===== config.mk =====
export PLATFORM = sky130hd
export DESIGN_NAME = vga_pixel_out
export DESIGN_NICKNAME = d
export VERILOG_FILES = /design/src/rtl/vga_pixel_out.sv
export SDC_FILE = /design/constraint.sdc
export NUM_CORES = 1
export LEC_CHECK = 0
export CAP_MARGIN = 10
export CELL_PAD_IN_SITES_DETAIL_PLACEMENT = 1
export CELL_PAD_IN_SITES_GLOBAL_PLACEMENT = 1
export CORE_MARGIN = 5
export CORE_UTILIZATION = 32
export DETAILED_ROUTE_END_ITERATION = 10
export PLACE_DENSITY_LB_ADDON = 0.15
export SYNTH_ARGS = -nofsm -noshare
export SYNTH_HDL_FRONTEND = slang
export SYNTH_SLANG_ARGS = --single-unit

===== constraint.sdc =====
create_clock -name clk -period 3.5 [get_ports clk]
set_input_delay 0.875 -clock clk [delete_from_list [all_inputs] [get_ports clk]]
set_output_delay 0.875 -clock clk [all_outputs]
set_load 0.01 [all_outputs]

===== src/rtl/vga_pixel_out.sv =====
// vga_pixel_out: pixel output stage behind the VGA timing generator.
// Reads the framebuffer, realigns sync/de with the returned pixel, drives RGB332.
//
// Ports
//   clk, rst                 pixel clock, synchronous active-high reset
//   hsync_in/vsync_in/de_in  raw strobes from the timing generator
//   addr_in                  linear pixel address, forwarded to the BRAM
//   hdata_in/vdata_in        pixel counters (low 8 bits drive the patterns)
//   mode_req                 requested source, sampled at the frame boundary
//   fb_addr/fb_rdata         framebuffer read port (RD_LAT cycles latency)
//   video_*                  registered RGB332, syncs and data enable
//   mode_cur                 source currently in effect
//   frame_count              completed frames since reset (wraps)
module vga_pixel_out #(
    parameter int         WIDTH  = 12,
    parameter int         RD_LAT = 1,
    parameter bit         HSPP   = 1'b0,
    parameter bit         VSPP   = 1'b0,
    parameter logic [7:0] SOLID  = 8'hE0
) (
    input  logic             clk,
    input  logic             rst,
    input  logic             hsync_in,
    input  logic             vsync_in,
    input  logic             de_in,
    input  logic [18:0]      addr_in,
    input  logic [WIDTH-1:0] hdata_in,
    input  logic [WIDTH-1:0] vdata_in,
    input  logic [1:0]       mode_req,
    output logic [18:0]      fb_addr,
    input  logic [7:0]       fb_rdata,
    output logic [2:0]       video_red,
    output logic [2:0]       video_green,
    output logic [1:0]       video_blue,
    output logic             video_hsync,
    output logic             video_vsync,
    output logic             video_de,
    output logic [1:0]       mode_cur,
    output logic [15:0]      frame_count
);

    // Delay line depth: stage A plus the BRAM read latency, so the
    // strobes leave the last tap on the same cycle fb_rdata is valid.
    localparam int DL = RD_LAT + 1;

    localparam logic HS_OFF = ~HSPP;
    localparam logic VS_OFF = ~VSPP;

    typedef enum logic [1:0] {
        MODE_FB    = 2'd0,
        MODE_BARS  = 2'd1,
        MODE_SOLID = 2'd2,
        MODE_CHECK = 2'd3
    } mode_e;

    // ------------------------------------------------------------------
    // Stage A and strobe delay line
    // ------------------------------------------------------------------
    logic [18:0]   fb_addr_q;
    logic [18:0]   fb_addr_d;
    logic [DL-1:0] hs_q;
    logic [DL-1:0] vs_q;
    logic [DL-1:0] de_q;
    logic [7:0]    hd_q [DL];
    logic [7:0]    vd_q [DL];
    mode_e         md_q [DL];

    mode_e         mode_cur_q;

    // BRAM port stays idle in blanking: address only moves on active pixels.
    always_comb begin
        fb_addr_d = fb_addr_q;
        if (de_in) begin
            fb_addr_d = addr_in;
        end
    end

    always_ff @(posedge clk) begin
        if (rst) begin
            fb_addr_q <= '0;
            hs_q      <= {DL{HS_OFF}};
            vs_q      <= {DL{VS_OFF}};
            de_q      <= '0;
            for (int i = 0; i < DL; i++) begin
                hd_q[i] <= '0;
                vd_q[i] <= '0;
                md_q[i] <= MODE_FB;
            end
        end else begin
            fb_addr_q <= fb_addr_d;
            hs_q      <= {hs_q[DL-2:0], hsync_in};
            vs_q      <= {vs_q[DL-2:0], vsync_in};
            de_q      <= {de_q[DL-2:0], de_in};
            hd_q[0]   <= hdata_in[7:0];
            vd_q[0]   <= vdata_in[7:0];
            // Mode travels with the pixel so in-flight pixels keep
            // the source they were issued under.
            md_q[0]   <= mode_cur_q;
            for (int i = 1; i < DL; i++) begin
                hd_q[i] <= hd_q[i-1];
                vd_q[i] <= vd_q[i-1];
                md_q[i] <= md_q[i-1];
            end
        end
    end

    // Taps aligned with fb_rdata
    logic  hs_dl;
    logic  vs_dl;
    logic  de_dl;
    logic  [7:0] hd_dl;
    logic  [7:0] vd_dl;
    mode_e md_dl;

    assign hs_dl = hs_q[DL-1];
    assign vs_dl = vs_q[DL-1];
    assign de_dl = de_q[DL-1];
    assign hd_dl = hd_q[DL-1];
    assign vd_dl = vd_q[DL-1];
    assign md_dl = md_q[DL-1];

    // ------------------------------------------------------------------
    // Pixel select
    // ------------------------------------------------------------------
    logic [2:0] bar_idx;
    logic [7:0] bar_pix;
    logic [7:0] chk_pix;
    logic [7:0] pix_d;

    assign bar_idx = hd_dl[7:5];
    assign bar_pix = {{3{bar_idx[2]}}, {3{bar_idx[1]}}, {2{bar_idx[0]}}};
    assign chk_pix = (hd_dl[4] ^ vd_dl[4]) ? 8'hFF : 8'h00;

    always_comb begin
        pix_d = 8'h00;
        if (de_dl) begin
            unique case (md_dl)
                MODE_FB:    pix_d = fb_rdata;
                MODE_BARS:  pix_d = bar_pix;
                MODE_SOLID: pix_d = SOLID;
                MODE_CHECK: pix_d = chk_pix;
                default:    pix_d = 8'h00;
            endcase
        end
    end

    // ------------------------------------------------------------------
    // Stage C: output register
    // ------------------------------------------------------------------
    logic [7:0] pix_q;
    logic       vhs_q;
    logic       vvs_q;
    logic       vde_q;

    always_ff @(posedge clk) begin
        if (rst) begin
            pix_q <= '0;
            vhs_q <= HS_OFF;
            vvs_q <= VS_OFF;
            vde_q <= 1'b0;
        end else begin
            pix_q <= pix_d;
            vhs_q <= hs_dl;
            vvs_q <= vs_dl;
            vde_q <= de_dl;
        end
    end

    // ------------------------------------------------------------------
    // Frame boundary: vsync inactive -> active on the raw input
    // ------------------------------------------------------------------
    logic        vs_prev_q;
    logic        vs_act;
    logic        vs_act_prev;
    logic        frame_evt;
    mode_e       mode_cur_d;
    logic [15:0] frame_count_q;
    logic [15:0] frame_count_d;

    assign vs_act      = (vsync_in == VSPP);
    assign vs_act_prev = (vs_prev_q == VSPP);
    assign frame_evt   = vs_act & ~vs_act_prev;

    always_comb begin
        mode_cur_d    = mode_cur_q;
        frame_count_d = frame_count_q;
        if (frame_evt) begin
            mode_cur_d    = mode_e'(mode_req);
            frame_count_d = frame_count_q + 16'd1;
        end
    end

    // vs_prev_q resets inactive, so a vsync already active when reset
    // drops is taken as the first boundary.
    always_ff @(posedge clk) begin
        if (rst) begin
            vs_prev_q     <= VS_OFF;
            mode_cur_q    <= MODE_FB;
            frame_count_q <= '0;
        end else begin
            vs_prev_q     <= vsync_in;
            mode_cur_q    <= mode_cur_d;
            frame_count_q <= frame_count_d;
        end
    end

    // Upper counter bits only matter to the timing generator.
    logic unused_hv;
    assign unused_hv = ^{hdata_in, vdata_in};

    // ------------------------------------------------------------------
    // Outputs
    // ------------------------------------------------------------------
    assign fb_addr     = fb_addr_q;
    assign video_red   = pix_q[7:5];
    assign video_green = pix_q[4:2];
    assign video_blue  = pix_q[1:0];
    assign video_hsync = vhs_q;
    assign video_vsync = vvs_q;
    assign video_de    = vde_q;
    assign mode_cur    = mode_cur_q;
    assign frame_count = frame_count_q;

endmodule


**Word level (Yosys, flattened, before mapping)**

Memories as Yosys holds them, arrays and structs flattened.
Cells that the tools add are included.

- Reduce and logical (&&, ||, !) cells: 2
- Add/sub/neg operators: 1
- Equal/unequal tests: 3
- Multiplexer cells: 11
- Bitwise operators: 10

Operators by type and width:

| operator | number |
|---|---|
| $mux W8 | 5 |
| $pmux W8 S4 | 1 |
| $add A16 B1 Y16 const B | 1 |
| $or A1 B1 Y1 | 6 |
| $eq A2 B2 Y1 const B | 2 |
| $mux W2 | 2 |
| $mux W1 | 3 |
| $eq A2 B1 Y1 const B | 1 |
| $logic_not A2 Y1 | 1 |
| $not A1 Y1 | 2 |
| $reduce_or A2 Y1 | 1 |
| $and A1 B1 Y1 | 1 |
| $xor A1 B1 Y1 | 1 |

- Flip-flop bits (word level): 55
- Bits in writable memories: 36
- Word-level logic and storage cells: 41
- Bits of input ports: 58
- Memories kept: 3

Memories:

| name | depth | bits a word | rd ports | clocked after Yosys merged registers in | wr ports | line | RTL |
|---|---|---|---|---|---|---|---|
| hd_q | 2 | 8 | 2 | 0 | 2 | 64 | `logic [7:0] hd_q [DL];` |
| vd_q | 2 | 8 | 2 | 0 | 2 | 65 | `logic [7:0] vd_q [DL];` |
| md_q | 2 | 2 | 2 | 0 | 2 | 66 | `mode_e md_q [DL];` |

**Longest topological paths before layout**

Gate-level depths: netlist (run 1).

- Depth after elaboration: 3
- Depth in mapped cells: 5
- Gate-level depth less buffers: 5

**Worst setup path before layout (run 1)**

Ideal clock, no wire load.

- Kind: in2reg
- Start: input port vsync_in
- End: register frame_count_q[13] (netlist: frame_count[13])
- Setup slack: 1.473 ns
- Setup time: 0.070 ns
- Data required time: 3.430 ns
- Stages: 4
- Arrival time: 1.958 ns
- Buffers on the path: 0
- Cell sequence: nand3b_1 > or4_4 > or3_1 > a21oi_1

- Cells in the longest elaborated chain, start to end: 2

RTL lines:

| element | line | RTL |
|---|---|---|
| start: declaration | 24 | `input logic vsync_in,` |
| $not A1 Y1 | 180 | `assign vs_act = (vsync_in == VSPP);` |
| $and A1 B1 Y1 | 182 | `assign frame_evt = vs_act & ~vs_act_prev;` |
| end signal: assignment | 203 | `frame_count_q <= frame_count_d;` |
| end: declaration | 177 | `logic [15:0] frame_count_q;` |

No other way between the ends.
A chain may end at the register's enable or synchronous reset.

**Worst setup path in the final report (run 1)**

- Start: input port vsync_in
- End: register frame_count_q[15] (netlist: frame_count[15])

The elaborated chain is that of the path after synthesis.

==> run metrics, run 1 <==
Post-Syn Nets ~290; Synth cell types 30; Worst Path Buf+Inv 1; clock root cell clkbuf_8; Clock transition at path regs 80 ps; Post-DRT Antenna Nets 0; GRT Total Usage about an eighth; H-tree depth 3; Hold WC Path Type register to register; Worst Skew about 7.9 ps; Worst Setup Path Type primary input to register; Initial Util 32.6%; First-pass DRT Iterations 4; Synth-to-Final Area Change 48.2%; die area between 0.009 and 0.01 mm^2; largest net degree at the start of global routing 34; sequential share of the synthesized area between 50% and 60%; critical-path cell list clkdlybuf4s50_1 -> nand3b_1 -> or4_4 -> or3_1 -> a21oi_1; remaining routing DRC violations 0; Placed Area ~0.0033 mm^2; CORE AREA 0.00721 mm^2; number of synthesized register bits just under 70; vias per cell 4.58; Slew headroom between 60% and 70%; Worst setup EP type register; hold path cells 1; Crit Path Max Fanout 5; routed length per instance between 10 and 15 um; routed wl met3 about 600 um; drt initial violations 41; initial antenna violation count 0; Hold-fix buffers, CTS 0; worst-skew pair later-pin latency approximately 330 ps; crit path DAT approximately 2500 ps; critical path's top delay family simple AND/OR/NAND/NOR gates; Die Wd around 96 um; max-slew violation count 0; total number of vias 1956; gate count of the mapped netlist around 230; CTS tree built; Total Power 0.00156 W; CTS Buf Count 9; design area 0.00349 mm^2; slowest CP cell or4_4; Congestion Overflow GR 0; nets@finish between 300 and 400; RSZ-0062 raised after global routing no; Post-Synthesis Cell Area ~0.0024 mm^2; layout cells sized above 1 a little under a tenth; status completed; Synth area leaders dfxtp_1, mux2i_1, nor2_1, nor2b_1, a21oi_1; Max Cap Viol 0; Total Routed Length between 5 and 6 mm; DR WL met2 around 2.4 mm; Die Y 95.8 um; vias in the first global route between 1500 and 2000; worst hold slack 411 ps; FP Rows 31; setup bufs post-CTS 0; LEAKAGE between 1 and 1.5 nW; # diodes 0; Slew @ Worst Pin between 500 and 600 ps; Ys Warns 0; DR top layer met4; first-pass GRT wire length about 9.1 mm; Fillers between 800 and 900; Fin. Hold Viols 0; Fmax achieved 441 MHz; Reg2Reg Depth 5; final setup fails 0; WP data required 3760 ps; post-synth top area share about 58%; io pins roughly 110; max incr delay on CP roughly 530 ps; Avg Cell Area, Syn 10.1 um^2; Max clock buf depth 2; crit path time final about 2300 ps; Yosys top cell by area dfxtp_1; critical path depth in cells 5; # clock sinks between 60 and 70; PD cells 446 mW/mm^2; Worst setup SP type primary input; post-route clock period utilization about two thirds; fin util between 40% and 50%; PortBufs 86; GP Congestion ~0.69; post_cts resized 0; VDD IR-drop max 0.212 mV; hpwl dp ~4.1 mm; setup_tns 0 ps; WL met1 between 2 and 3 mm
## flip-flops by register name, indices dropped and copies added, names as in the netlist
name,count
fb_addr,19
frame_count,16
hd_q,8
pix_q,8
md_q,4
de_q,2
hs_q,2
mode_cur,2
vd_q,2
vs_q,2
video_de,1
video_hsync,1
video_vsync,1
## cells in the mapped netlist
cell and n:
nand4b_1 1, nand4_1 3, or2_2 6, xor2_1 3, xnor2_1 9, or4_4 1
nand4_2 1, or3_2 1, dfxtp_1 68, or4_1 1, clkbuf_8 1, nand2b_1 2
ha_1 1, nor2_1 39, nor3_1 3, nand3b_1 1, or3_1 2, o31ai_1 1
clkbuf_1 9, a31oi_1 1, nand2_1 11, a21oi_1 18, nor2b_1 17, nand3_2 1
nor4_1 3, o21ai_0 5, nand3_1 3, or3_4 1, mux2i_1 19, inv_1 2
## layout by cell type (no fill, tap or decap)
master and n:
inv_6 1, nand4_2 1, a31oi_1 1, ha_1 1
nand3b_1 1, nand3_1 3, nand4_1 3, nand4b_1 1
nand2_1 11, buf_4 2, or3_1 2, buf_2 1
or4_4 1, clkinv_4 1, nand3_2 1, nor4_1 3
o31ai_1 1, nor3_1 3, xor2_1 3, clkbuf_8 11
or2_2 6, or3_4 1, clkinvlp_4 1, xnor2_1 9
a21oi_1 18, nor2_1 39, mux2i_1 19, nand2b_1 2
inv_1 2, nor2b_1 17, clkdlybuf4s50_1 85, o21ai_0 5
or4_1 1, or3_2 1, clkinv_2 2, dfxtp_1 68
## cells by family (layout without fill, tap and decap cells)
family,count (synthesis),after routing,share of synthesized area [%]
DFF,68,68,57.8
adders and majority gates,1,1,0.532
AOI/OAI and AO/OA,25,25,5.48
xor gates and xnor gates,12,12,4.47
and+or+nand+nor,97,97,21.3
buffers and inverters,12,106,2.34
muxes,19,19,8.08
## path summary, 6_finish.rpt
| check | from | end | slack (ps) |
|---|---|---|---|
| setup reg to reg | frame_count[0]$_SDFFE_PP0P_ | frame_count[14]$_SDFFE_PP0P_ | 1720 |
| hold / removal | hs_q[1]$_SDFF_PP1_ | video_hsync$_SDFF_PP1_ | 410 |
| setup / recovery | vsync_in | frame_count[15]$_SDFFE_PP0P_ | 1230 |
| hold reg to reg | hs_q[1]$_SDFF_PP1_ | video_hsync$_SDFF_PP1_ | 410 |
## where the power goes
part	switching (W)	internal, W	leakage [nW]	total [W]
sequential	0.0000134	0.000802	0.557	0.000816
combinational	0.0000603	0.0000940	0.662	0.000154
clock	0.000289	0.000297	0.0957	0.000586
total	0.000363	0.00119	1.31	0.00156
## worst register-to-register path, delay by kind of cell (launching register included)
kind                       cells  cell delay (ps)
and+or+nand+nor                3              930
DFF                            1              410
adders and majority gates      1              220
AOI/OAI and AO/OA              1              150
## per-layer routing
layer | track usage (%) | up-vias
met2 | 18.9 | 69
met5 | 0 | -
met3 | 5.39 | 6
li1 | - | 956
met1 | 16.6 | 925
met4 | 6.40 | 0
## metrics by stage
| step | setup slack (ps) | cells |
|---|---|---|
| 2_1_floorplan | 1470 | 234 |
| 6_report | 1230 | 427 |
| 4_1_cts | 1230 | 427 |
| 5_1_grt | 1160 | 427 |
| 3_5_place_dp | 888 | 411 |
| 3_3_place_gp | 893 | 411 |
## area by class of cell
type,instances,area [um^2],area share [%]
Inverter,2,7.51,0.215
Clock buffer,11,151,4.34
Clock inverter,5,35.0,1.00
Multi-Input combinational cell,154,937,26.9
Tap cell,99,124,3.55
Timing Repair Buffer,88,871,25.0
Sequential cell,68,1360,39.0
(Power assumes the default switching activity.)
==> run 2, diff against run 1 <==
--- a/config.mk
+++ b/config.mk
@@ -9,7 +9,7 @@
 export CELL_PAD_IN_SITES_DETAIL_PLACEMENT = 1
 export CELL_PAD_IN_SITES_GLOBAL_PLACEMENT = 1
 export CORE_MARGIN = 5
-export CORE_UTILIZATION = 32
+export CORE_UTILIZATION = 27
 export DETAILED_ROUTE_END_ITERATION = 10
 export PLACE_DENSITY_LB_ADDON = 0.15
 export SYNTH_ARGS = -nofsm -noshare
==> constraint.sdc (replaced) <==
create_clock -name clk -period 1.9 [get_ports clk]
set_input_delay 0.475 -clock clk [delete_from_list [all_inputs] [get_ports clk]]
set_output_delay 0.475 -clock clk [all_outputs]
set_load 0.01 [all_outputs]
==> run metrics, run 2 (synthesized netlist as in run 1, its figures left out) <==
remaining routing DRC violations 0; vias per cell between 4 and 5; clock power share 42.4%; Placed Area around 0.0034 mm^2; GRT Total Usage 11.8%; max FFs per register 19; Initial Util approximately 27%; net switching power about 0.00071 W; GP Congestion 0.725; final setup fails 0; DR top layer met4; Worst Skew 9.87 ps; Fillers 980; die area about 0.011 mm^2; Clock transition at path regs around 70 ps; VDD IR-drop max between 0.3 and 0.4 mV; Total Power roughly 0.0031 W; switching share of total power a little under a quarter; Max Cap Viol 0; WL met1 2.67 mm; most common cell after layout, fill and taps aside clkdlybuf4s50_1; PD cells between 800 and 900 mW/mm^2; drt initial violations 16; PortBufs between 80 and 90; Worst setup EP type primary output; initial antenna violation count 0; commonest non-fill, non-tap cells in the layout clkdlybuf4s50_1, dfxtp_1, nor2_1; Comb pwr share under 10%; # clock sinks between 60 and 70; # diodes 0; Crit Path Max Fanout 5; Fmax achieved 547 MHz; post_cts resized 0; Hold-fix buffers, CTS 0; DR WL met2 ~2.8 mm; FP Rows 34; RSZ-0062 raised after global routing no; P_int 0.00241 W; max-slew violation count 0; worst hold slack between 400 and 500 ps; Cells after DPL about 430; Slew headroom roughly two thirds; vias in the first global route 2024; Post-DRT Antenna Nets 0; Die Y between 100 and 150 um; total number of vias between 1500 and 2000; largest net degree at the start of global routing slightly above 50; crit path time final between 1500 and 2000 ps; routed wl met3 approximately 330 um; Congestion Overflow GR 0; nets@finish 391; Total Routed Length between 5 and 6 mm; LEAKAGE 1.38 nW; hpwl dp ~4.2 mm; CTS tree built; worst-skew pair later-pin latency ~330 ps; WP data required roughly 1400 ps; First-pass DRT Iterations 4; CORE AREA 0.00859 mm^2; status completed; design area between 0.003 and 0.004 mm^2; Hold WC Path Type register to register; Cell Count, Final, Fillers Out 445; Worst setup SP type register; Slew @ Worst Pin a little under 500 ps; first-pass GRT wire length 9.78 mm; CTS Buf Count 9; crit path DAT roughly 1400 ps; layout cells sized above 1 between 10% and 20%; Max clock buf depth 2; Fin. Hold Viols 0; setup bufs post-CTS 0; routed length per instance 13.3 um; clock root cell clkbuf_8; Flop pwr share between 40% and 50%; H-tree depth 3; Synth-to-Final Area Change 54.3%; post-route clock period utilization ~96%; io pins 106; Die Wd between 100 and 150 um; Worst Setup Path Type register to primary output
==> run 2: final timing paths <==
| path | slack [ps] | from | cells after the start | endpoint |
|---|---|---|---|---|
| setup reg to reg | 140 | frame_count[0]$_SDFFE_PP0P_ | 5 | frame_count[14]$_SDFFE_PP0P_ |
| hold / removal | 410 | hs_q[0]$_SDFF_PP1_ | 1 | hs_q[1]$_SDFF_PP1_ |
| hold reg to reg | 410 | hs_q[0]$_SDFF_PP1_ | 1 | hs_q[1]$_SDFF_PP1_ |
| setup / recovery | 70 | frame_count[3]$_SDFFE_PP0P_ | 2 | frame_count[3] |
==> run 2: area by class of cell <==
cell class / count / area, um^2 / area share (%)
Clock buffer: 9 / 124 / 3.41
Sequential cell: 68 / 1370 / 37.6
Inverter: 2 / 7.51 / 0.207
Timing Repair Buffer: 97 / 963 / 26.5
Tap cell: 108 / 135 / 3.72
Multi-Input combinational cell: 154 / 937 / 25.8
Clock inverter: 7 / 98.8 / 2.72
==> run 2: routing by layer <==
| layer | GRT usage (%) | vias to the layer above |
|---|---|---|
| li1 | - | 977 |
| met2 | 18.6 | 53 |
| met1 | 15.1 | 884 |
| met5 | 0 | - |
| met4 | 5.38 | 0 |
| met3 | 2.88 | 9 |
==> run 2: power groups by stage <==
| stage | logic [W] | clock network, W | registers, W |
|---|---|---|---|
| 6_report | 0.000294 | 0.00132 | 0.00150 |
| 2_1_floorplan | 0.000102 | 0 | 0.00155 |
| 4_1_cts | 0.000302 | 0.00139 | 0.00150 |
| 3_5_place_dp | 0.000300 | 0 | 0.00154 |
| 5_1_grt | 0.000324 | 0.00145 | 0.00151 |
| 3_3_place_gp | 0.000296 | 0 | 0.00154 |
==> run 2: worst max-delay path: stages, from the launching register on <==
cell and delay (ps):
dfxtp_2 350, buf_4 130, clkdlybuf4s50_1 540
==> run 2: per-stage QoR <==
step	util (%)	worst slack [ps]	setup TNS, ps
finish	42.3	71.0	0
global route	42.3	4.57	0
CTS	42.2	7.74	0
detailed placement	39.6	-261	-852
global placement	39.6	-243	-733
floorplan	-	200	0
==> run 3, diff against run 2 <==
--- a/config.mk
+++ b/config.mk
@@ -8,10 +8,10 @@
 export CAP_MARGIN = 10
 export CELL_PAD_IN_SITES_DETAIL_PLACEMENT = 1
 export CELL_PAD_IN_SITES_GLOBAL_PLACEMENT = 1
-export CORE_MARGIN = 5
 export CORE_UTILIZATION = 27
 export DETAILED_ROUTE_END_ITERATION = 10
 export PLACE_DENSITY_LB_ADDON = 0.15
+export SETUP_SLACK_MARGIN = 0.05
 export SYNTH_ARGS = -nofsm -noshare
 export SYNTH_HDL_FRONTEND = slang
 export SYNTH_SLANG_ARGS = --single-unit
==> run metrics, run 3 (synthesized netlist as in run 1, its figures left out) <==
VDD IR-drop max 0.394 mV; Max Cap Viol 0; largest net degree at the start of global routing 24; CORE AREA around 0.0083 mm^2; max-slew violation count 0; # diodes 0; vias per cell roughly 4.4; routed length per instance around 13 um; vias in the first global route approximately 1900; Clock transition at path regs around 70 ps; clock power share 48.7%; slowest CP cell clkdlybuf4s50_1; crit path time final between 1500 and 2000 ps; Worst Skew 8.41 ps; Max clock buf depth 2; Post-DRT Antenna Nets 0; worst-skew pair later-pin latency roughly 330 ps; first-pass GRT wire length 8.81 mm; Flop pwr share a little over two fifths; Fin. Hold Viols 0; post-route clock period utilization between 90% and 100%; max incr delay on CP roughly 570 ps; total number of vias around 2000; Die Y around 95 um; commonest non-fill, non-tap cells in the layout clkdlybuf4s50_1, dfxtp_1, nor2_1; Worst R2R Setup Slack roughly 180 ps; Fmax achieved 559 MHz; clock root cell clkbuf_8; final setup fails 0; setup_tns 0 ps; Fillers around 940; Synth-to-Final Area Change 58.6%; crit path DAT ~1300 ps; CTS Buf Count 9; io pins roughly 110; nets@finish roughly 400; RSZ-0062 raised after global routing no; H-tree depth 3; layout cells sized above 1 between 15 and 20%; Congestion Overflow GR 0; setup slack after layout roughly 110 ps; hpwl dp around 4.1 mm; First-pass DRT Iterations 4; LEAKAGE ~1.5 nW; max FFs per register 19; initial antenna violation count 0; PD cells 939 mW/mm^2; WP data required roughly 1400 ps; setup bufs post-CTS 0; drt initial violations 37; critical path's top delay family buffers and inverters; GRT Total Usage 13.0%; Slew @ Worst Pin approximately 500 ps; switching share of total power a little under a fifth; Worst setup SP type register; pre-CTS setup slack -281 ps; Cell Count, Final, Fillers Out around 450; status completed; remaining routing DRC violations 0; CTS tree built; GP Congestion 0.712; Slew headroom between 60% and 70%; net switching power roughly 0.00067 W; Die Wd around 95 um; PortBufs 86; Crit Path Max Fanout 4; Hold-fix buffers, CTS 0; Worst Setup Path Type register to primary output; Comb pwr share 8.4%; worst hold slack 410 ps; critical-path cell list clkdlybuf4s50_1; Worst setup EP type primary output; Total Routed Length 5.62 mm; FP Rows 33; fin util 44.8%; Worst Path Buf+Inv 1; P_int about 0.0028 W; Cells after DPL 430; Initial Util ~28%; most common cell after layout, fill and taps aside clkdlybuf4s50_1; die area 0.00909 mm^2; # clock sinks 68; Hold WC Path Type register to register
[run 3: path summary, 6_finish.rpt]
| check | from | end | depth (start not counted) |
|---|---|---|---|
| worst min-delay path | vs_q[1]$_SDFF_PP1_ | video_vsync$_SDFF_PP1_ | 1 |
| worst min register to register | vs_q[1]$_SDFF_PP1_ | video_vsync$_SDFF_PP1_ | 1 |
| worst max register to register | frame_count[1]$_SDFFE_PP0P_ | frame_count[14]$_SDFFE_PP0P_ | 5 |
| worst max-delay path | frame_count[7]$_SDFFE_PP0P_ | frame_count[7] | 1 |
[run 3: final cells by class]
class	instances	area, um^2	area share [%]
Sequential cell	68	1370	36.7
Timing Repair Buffer	101	982	26.3
Multi-Input combinational cell	154	946	25.3
Clock inverter	6	159	4.26
Clock buffer	10	138	3.69
Tap cell	105	131	3.52
Inverter	2	7.51	0.201
[run 3: worst register-to-register path, delay by kind of cell (launching register included)]
| kind | cells | cell delay [ps] |
|---|---|---|
| AOI/OAI and AO/OA | 1 | 140 |
| adders and majority gates | 1 | 240 |
| and+or+nand+nor | 3 | 880 |
| DFF | 1 | 410 |
[run 3: what timing repair did]
action | CTS | global route
cloned | 0 | 0
endpoints found under the setup margin | 2 | 7
gates resized for setup | 4 | 7
[run 3: metal layers]
metal  share of wire [%]  vias to the layer above  global-route usage, %
met5                   0                        -                      0
met4                 1.7                        0                   6.44
met3                  11                        8                   5.34
met2                  43                       74                   18.8
met1                  45                      885                   16.4
li1                    -                      979                      -
[run 3: per-stage QoR]
stage | power (W) | instance area [um^2]
after floorplan | 0.00165 | 2350
after global placement | 0.00183 | 3420
after detailed placement | 0.00183 | 3420
after CTS | 0.00357 | 3720
after global routing | 0.00368 | 3730
final | 0.00351 | 3730
[run 3: power by group through the flow]
stage | clock [W] | sequential [W] | combinational, W
3_3_place_gp | 0 | 0.00153 | 0.000294
2_1_floorplan | 0 | 0.00155 | 0.000102
3_5_place_dp | 0 | 0.00154 | 0.000298
4_1_cts | 0.00177 | 0.00150 | 0.000300
5_1_grt | 0.00184 | 0.00151 | 0.000323
6_report | 0.00171 | 0.00150 | 0.000294
